File: src/rtl/rename_pkg.sv
// Shared rename-stage parameters and types for the physical-register free list.
package rename_pkg;

    localparam int PRF_WIDTH = 6;
    localparam int ARCH_NUM  = 32;
    localparam int PRF_NUM   = 64;
    localparam int WIDTH     = 4;
    localparam int FL_DEPTH  = PRF_NUM - ARCH_NUM;
    localparam int FL_PTR_W  = $clog2(FL_DEPTH) + 1;

    typedef logic [PRF_WIDTH-1:0] prf_tag_t;
    typedef logic [FL_PTR_W-1:0]  fl_ptr_t;

endpackage

File: src/rtl/slot_prefix4.sv
// Turns a 4-slot valid mask into its popcount and each slot's count of set slots below it.
module slot_prefix4 (
    input  logic [3:0] mask,
    output logic [2:0] count,
    output logic [7:0] prefix
);

    always_comb begin
        prefix[1:0] = 2'd0;
        prefix[3:2] = 2'(mask[0]);
        prefix[5:4] = 2'(mask[0]) + 2'(mask[1]);
        prefix[7:6] = 2'(mask[0]) + 2'(mask[1]) + 2'(mask[2]);
        count       = 3'(mask[0]) + 3'(mask[1]) + 3'(mask[2]) + 3'(mask[3]);
    end

endmodule

File: src/rtl/free_list.sv
// Circular free list of physical tags: rename pops from the speculative head, commit pushes
// retired tags at the tail, and flush rewinds the speculative head to the committed head.
module free_list
    import rename_pkg::*;
(
    input  logic                       clk,
    input  logic                       rst,
    input  logic [WIDTH-1:0]           alloc_valid,
    output logic                       alloc_ready,
    output logic [WIDTH*PRF_WIDTH-1:0] alloc_prd,
    input  logic [WIDTH-1:0]           rel_valid,
    input  logic [WIDTH*PRF_WIDTH-1:0] rel_preprd,
    input  logic                       flush,
    output logic [PRF_WIDTH-1:0]       free_count
);

    prf_tag_t fifo [FL_DEPTH];
    fl_ptr_t  head, arch_head, tail, count;
    fl_ptr_t  rd_ptr [WIDTH];
    fl_ptr_t  wr_ptr [WIDTH];
    logic [2:0] n_a, n_r;
    logic [7:0] pa, pr;
    logic       alloc_fire;

    slot_prefix4 u_alloc_prefix (.mask(alloc_valid), .count(n_a), .prefix(pa));
    slot_prefix4 u_rel_prefix   (.mask(rel_valid),   .count(n_r), .prefix(pr));

    // The wrap bit keeps a full list (32) distinct from an empty one (0).
    assign count       = tail - head;
    assign free_count  = count;
    assign alloc_ready = count >= fl_ptr_t'(n_a);
    assign alloc_fire  = alloc_ready & (|alloc_valid) & ~flush;

    always_comb begin
        alloc_prd = '0;
        for (int k = 0; k < WIDTH; k++) begin
            rd_ptr[k] = head + fl_ptr_t'(pa[2*k +: 2]);
            wr_ptr[k] = tail + fl_ptr_t'(pr[2*k +: 2]);
            alloc_prd[k*PRF_WIDTH +: PRF_WIDTH] = fifo[rd_ptr[k][FL_PTR_W-2:0]];
        end
    end

    // Every committing writer consumed one tag at rename, so the committed head trails commits.
    always_ff @(posedge clk) begin
        if (rst) begin
            head      <= '0;
            arch_head <= '0;
            tail      <= fl_ptr_t'(FL_DEPTH);
        end else begin
            tail      <= tail + fl_ptr_t'(n_r);
            arch_head <= arch_head + fl_ptr_t'(n_r);
            if (flush)
                head <= arch_head + fl_ptr_t'(n_r);
            else if (alloc_fire)
                head <= head + fl_ptr_t'(n_a);
        end
    end

    always_ff @(posedge clk) begin
        if (rst) begin
            for (int i = 0; i < FL_DEPTH; i++)
                fifo[i] <= prf_tag_t'(ARCH_NUM + i);
        end else begin
            for (int k = 0; k < WIDTH; k++)
                if (rel_valid[k])
                    fifo[wr_ptr[k][FL_PTR_W-2:0]] <= rel_preprd[k*PRF_WIDTH +: PRF_WIDTH];
        end
    end

    no_overflow: assert property (@(posedge clk) disable iff (rst)
        (32'(count) + 32'(n_r)) <= FL_DEPTH);

    for (genvar k = 0; k < WIDTH; k++) begin : g_chk
        no_zero_tag: assert property (@(posedge clk) disable iff (rst)
            !(rel_valid[k] && rel_preprd[k*PRF_WIDTH +: PRF_WIDTH] == '0));
    end

endmodule

File: config.mk
export PLATFORM = sky130hd
export DESIGN_NAME = free_list
export DESIGN_NICKNAME = d
export VERILOG_FILES = /design/src/rtl/rename_pkg.sv /design/src/rtl/slot_prefix4.sv /design/src/rtl/free_list.sv
export SDC_FILE = /design/constraint.sdc
export NUM_CORES = 1
export LEC_CHECK = 0
export CORE_UTILIZATION = 30
export CTS_CLUSTER_DIAMETER = 120
export CTS_CLUSTER_SIZE = 24
export DETAILED_ROUTE_END_ITERATION = 10
export SKIP_CTS_REPAIR_TIMING = 1
export SLEW_MARGIN = 40
export SYNTH_ARGS = -nofsm -noshare
export SYNTH_HDL_FRONTEND = slang
export SYNTH_HIERARCHICAL = 1
export SYNTH_SLANG_ARGS = --single-unit
File: constraint.sdc
create_clock -name clk -period 7.7 [get_ports clk]
set_input_delay 1.925 -clock clk [delete_from_list [all_inputs] [get_ports clk]]
set_output_delay 1.925 -clock clk [all_outputs]
set_load 0.005 [all_outputs]
==> results of run 1 <==
through the flow:
step                setup slack (ns)  util, %  power (mW)  area, um2  hold slack (ns)
floorplan                      0.912        -        4.20      21300            0.487
global placement               0.102     32.7        5.73      22900            0.509
detailed placement            0.0607     32.8        5.84      23000            0.522
CTS                           0.0601     33.4        6.55      23400            0.534
global route                 0.00351     33.4        6.88      23400            0.557
finish                        0.0491     33.4        6.68      23400            0.528
power breakdown:
part	leakage, nW	switching (mW)	internal [mW]	total [mW]
logic	4.73	2.31	2.05	4.36
clock network	0.183	0.406	0.315	0.722
registers	1.75	0.213	1.39	1.60
total	6.67	2.93	3.75	6.68
cell usage in the layout (no fill, tap or decap), drive strengths merged, types with 7 or more instances in the layout:
cell type      Yosys  layout
or2               18      18
o21ai             88      88
o311ai             9       9
nand2            229     229
a31oi            117     117
clkbuf           146      13
edfxtp           192     192
nor3              96      96
nor2b             11      11
nand3            115     115
ha                39      39
a21oi             56      56
xnor2             19      19
a21o               7       7
nor2             245     245
clkdlybuf4s50      0      60
a211oi            80      80
and3               8       8
xor2              14      14
nor4               7       7
nand4             34      34
fa                16      16
nand2b            18      18
buf               71      81
or3                7       7
dfxtp             18      18
mux4             240     240
o22ai             75      75
mux2              25      25
o211ai           105     105
inv               38      39
layout make-up:
type / count / area share [%]
diodes: 1 / 0.0107
clock buffers: 13 / 1.39
clock inverters: 6 / 0.182
inverters: 39 / 0.636
multi-input cells: 1721 / 60.9
flip-flops and latches: 210 / 26.2
well taps: 940 / 5.02
repair buffers: 141 / 5.73
path summary, 6_finish.rpt:
path,end,start,cells after the start
max,alloc_prd[14],alloc_valid[0],10
min,tail[5],tail[5],2
max reg2reg,fifo[0][1],tail[1],6
min reg2reg,tail[5],tail[5],2
sequential cells by signal, indices dropped and copies added (netlist names):
register   count
arch_head      6
fifo         192
head           6
tail           6
cell families after synthesis:
logic type | synth area share [%]
and+or+nand+nor | 16.9
AOI/OAI and AO/OA | 17.0
muxes | 26.9
buffers and inverters | 5.16
DFF | 28.8
adders and majority gates | 3.80
xor gates and xnor gates | 1.39
other | 0.0353
synth_stat cells (6+ instances only):
| cell type | count | area share [%] |
|---|---|---|
| mux4_2 | 240 | 25 |
| nor2_1 | 239 | 4.2 |
| nand2_1 | 229 | 4.0 |
| edfxtp_1 | 192 | 27 |
| clkbuf_1 | 145 | 2.6 |
| a31oi_1 | 117 | 3.4 |
| nand3_1 | 115 | 2.7 |
| o211ai_1 | 105 | 3.7 |
| nor3_1 | 96 | 2.3 |
| o21ai_0 | 85 | 2.0 |
| a211oi_1 | 80 | 2.8 |
| o22ai_1 | 75 | 2.2 |
| a21oi_1 | 55 | 1.3 |
| buf_2 | 41 | 0.96 |
| ha_1 | 39 | 2.3 |
| inv_1 | 37 | 0.65 |
| nand4_1 | 34 | 1.0 |
| mux2_2 | 25 | 1.3 |
| xnor2_1 | 19 | 0.78 |
| dfxtp_1 | 18 | 1.7 |
| nand2b_1 | 18 | 0.53 |
| fa_1 | 16 | 1.5 |
| buf_1 | 13 | 0.23 |
| xor2_1 | 13 | 0.53 |
| buf_4 | 12 | 0.42 |
| or2_2 | 12 | 0.35 |
| nor2b_1 | 11 | 0.32 |
| and3_1 | 8 | 0.24 |
| a21o_1 | 7 | 0.25 |
| or3_1 | 7 | 0.21 |
| and2_1 | 6 | 0.18 |
| nor4_1 | 6 | 0.18 |
| o311ai_0 | 6 | 0.25 |
| o31ai_1 | 6 | 0.21 |
routing by layer:
metal | wire length, um | global-route usage [%] | vias up
li1 | - | - | 8527
met1 | 39900 | 39.3 | 10200
met2 | 43500 | 42.0 | 2149
met3 | 18600 | 12.6 | 449
met4 | 7570 | 15.2 | 6
met5 | 35 | 0 | -
critical path: cells and delay by family:
kind,cells,cell delay (ns)
mux,3,1.19
buf+inv,4,1.35
fa+ha+maj,3,1.22
==> flow_summary.json, run 1 <==
{
  "cap_violations": 0,
  "startpoint_type": "primary input",
  "antenna_found_initial": 5,
  "initial_core_util_pct": 30.3,
  "grt_pass1_wl_um": 151000,
  "endpoint_kind": "primary output",
  "drc": 0,
  "synth_edf_count": 192,
  "io-pin-count": 66,
  "ys.warnings.count": 6,
  "viasPerCell": 6.96,
  "multi_input_area_um2": 14300,
  "grt_max_degree": 49,
  "drive_gt1_share_pct": 19.8,
  "dieArea_um2": 72000,
  "hold_class": "reg -> reg",
  "p_leak_nw": 6.67,
  "status": "finished clean",
  "cts_tree": "done",
  "crit_path_max_incr_delay_ns": 0.55,
  "stdcell_count": 3071,
  "ys_types": 63,
  "drtIter0Drc": 4789,
  "irDropWorstVdd_mv": 0.234,
  "tightest_slew_ns": 0.952,
  "rows": 97,
  "grt_usage_pct": 30.0,
  "critPathRequiredTime_ns": 5.78,
  "synthFlopType": "edfxtp_1",
  "skew_ns": 0.0496,
  "port_buffers": 65,
  "power_density_nw_per_um2": 285,
  "grt_pass1_vias": 19300,
  "wl_per_cell_um": 35.7,
  "clock_sinks": 210,
  "synthArstFlopShare_pct": 0,
  "die_h_um": 268,
  "slew_headroom_pct": 36.4,
  "cts.clk_slew.worst_paths_ns": 0.09,
  "clkLatencyLatePin_ns": 0.52,
  "fmax_ghz": 0.131,
  "core-area_um2": 70100,
  "grt.overflow.total": 0,
  "layout.nets": 2216,
  "ant_nets": 0,
  "ys_seq_area_share_pct": 28.8,
  "report.final.slew_viol_count": 0,
  "syn_area_per_cell_um2": 9.75,
  "rsz0062_at_grt": "false",
  "path_max_fanout": 48,
  "finalHoldViolations": 0,
  "crit_type": "in -> out",
  "place_congestion": 1.09,
  "setup_viol": 0,
  "root_buffer": "clkbuf_16",
  "dpl.hpwl_um": 80100,
  "cts.path.max_buffers": 3,
  "syn_to_final_growth_pct": 10.0,
  "die_w_um": 268,
  "cts_buffers": 13,
  "syn_area_um2": 21300,
  "crit_chain": "clkdlybuf4s50_1 -> buf_4 -> ha_1 -> ha_4 -> fa_2 -> buf_12 -> mux4_2 -> mux4_2 -> mux2_2 -> clkdlybuf4s50_1",
  "synth-seq-cells": 210,
  "seq_area_um2": 6130,
  "place_inst": 3051,
  "vias": 21400,
  "htree_levels": 1,
  "period_minus_slack_ns": 7.65,
  "slowest_stage": "fa_2",
  "setup_tns_ns": 0,
  "wirelength_um": 110000,
  "r2r_slack_ns": 3.60,
  "arrival_ns": 5.73,
  "post-route-period-util_pct": 99.4,
  "fillers": 7067,
  "postSynthCellCount": 2183,
  "firstDrtPassIters": 10
}
Note: power is estimated with default switching activity, not from simulation.
==> run 2: changes to the inputs <==
Settings changed: CORE_MARGIN set to 5, SKIP_CTS_REPAIR_TIMING 1 to not set.
==> flow_summary.json, run 2 (synthesis gave the netlist of run 1 again) <==
{
  "wirelength_um": 111000,
  "dieArea_um2": 76400,
  "die_h_um": 276,
  "final_common_cell": "mux4_2",
  "grt_pass1_vias": 19200,
  "p_leak_nw": 6.65,
  "rsz0062_at_grt": "false",
  "skew_ns": 0.0221,
  "place_congestion": 1.07,
  "viasPerCell": 6.87,
  "initial_core_util_pct": 30.3,
  "reg2reg_depth": 8,
  "grt_usage_pct": 27.6,
  "cts.clk_slew.worst_paths_ns": 0.08,
  "grt_pass1_wl_um": 153000,
  "cts_hold_buf": 0,
  "cap_violations": 0,
  "tightest_slew_ns": 0.957,
  "rr_startpoint": "tail[1]",
  "clkLatencyLatePin_ns": 0.52,
  "status": "finished clean",
  "fmax_ghz": 0.131,
  "drtIter0Drc": 3744,
  "report.final.slew_viol_count": 0,
  "htree_levels": 1,
  "crit_type": "in -> out",
  "largest_reg_flops": 192,
  "setup_tns_ns": 0,
  "drc": 0,
  "vias": 21000,
  "clock_sinks": 210,
  "antenna_found_initial": 3,
  "drive_gt1_share_pct": 19.5,
  "irDropWorstVdd_mv": 0.264,
  "multi_input_area_um2": 14300,
  "worst_slack_ns": 0.0703,
  "period_minus_slack_ns": 7.63,
  "power_density_nw_per_um2": 285,
  "path_max_fanout": 36,
  "cts.path.max_buffers": 3,
  "r2r-end": "fifo[26][5]",
  "grt_max_degree": 49,
  "slew_headroom_pct": 35.9,
  "hold_class": "reg -> reg",
  "finalHoldViolations": 0,
  "startpoint_type": "primary input",
  "largest-register": "fifo",
  "root_buffer": "clkbuf_16",
  "endpoint_kind": "primary output",
  "final_area_um2": 23400,
  "ant_nets": 0,
  "fillers": 7118,
  "final_cell_mix": "240 x mux4_2, 233 x nor2_1, 229 x nand2_1",
  "post-route-period-util_pct": 99.1,
  "arrival_ns": 5.70,
  "cts_tree": "done",
  "rows": 97,
  "cts_buffers": 13,
  "r2r_slack_ns": 3.72,
  "critPathLaunch": "alloc_valid[0]",
  "setup_viol": 0,
  "seq_area_um2": 6130,
  "endpoint": "alloc_prd[13]",
  "layout.nets": 2210,
  "grt.overflow.total": 0,
  "syn_to_final_growth_pct": 9.94,
  "die_w_um": 276,
  "critPathRequiredTime_ns": 5.78,
  "port_buffers": 65,
  "pre_cts_slack_ns": 0.0578,
  "firstDrtPassIters": 7,
  "place_area_um2": 23000,
  "dpl.hpwl_um": 82200,
  "wl_per_cell_um": 36.1,
  "io-pin-count": 66,
  "core-area_um2": 70100
}
run 2: layout make-up:
cell class | count | area share [%]
antenna | 1 | 0.0107
clock buffer | 15 | 1.42
clock inverter | 3 | 0.144
inverter | 39 | 0.636
multi-input combinational | 1721 | 60.9
sequential | 210 | 26.2
tap | 940 | 5.02
timing repair buffer | 135 | 5.67
run 2: worst min path at each step:
stage / cells after the start / from / endpoint
2_1_floorplan: 2 / tail[5] / tail[5]
4_1_cts: 2 / tail[5] / tail[5]
3_5_place_dp: 2 / tail[5] / tail[5]
5_1_grt: 2 / arch_head[4] / arch_head[4]
6_report: 2 / tail[5] / tail[5]
3_3_place_gp: 2 / tail[5] / tail[5]
run 2: power breakdown:
group | total [mW] | switching (mW) | internal (mW)
sequential | 1.64 | 0.257 | 1.39
combinational | 4.31 | 2.25 | 2.05
clock | 0.729 | 0.409 | 0.320
run 2: through the flow:
stage | hold slack, ns | total power [mW] | util [%] | std cells
2_1_floorplan | 0.487 | 4.20 | - | 2187
3_3_place_gp | 0.510 | 5.79 | 32.7 | 3043
3_5_place_dp | 0.542 | 5.88 | 32.8 | 3045
4_1_cts | 0.555 | 6.60 | 33.3 | 3063
5_1_grt | 0.591 | 6.91 | 33.4 | 3063
6_report | 0.550 | 6.68 | 33.4 | 3064
run 2: critical path, stage by stage:
cell and delay, ns:
clkdlybuf4s50_1 0.46, buf_4 0.18, ha_1 0.42, ha_4 0.22, fa_2 0.59, buf_12 0.24, mux4_2 0.34, mux4_2 0.52
mux2_2 0.31, clkdlybuf4s50_1 0.46
run 2: per-layer routing:
layer  part of all wire [%]  track usage (%)  wire length, um  up-vias
met1                     38             37.4            41700    10400
met4                    5.7             11.2             6350        2
met3                     15             9.69            16600      343
li1                       -                -                -     8485
met5                  0.011                0               12        -
met2                     42             40.2            46100     1849
run 2: timing repair:
item	4_1_cts	5_1_grt
gates resized for setup	0	1
buffers inserted	0	0
endpoints found under the setup margin	0	5
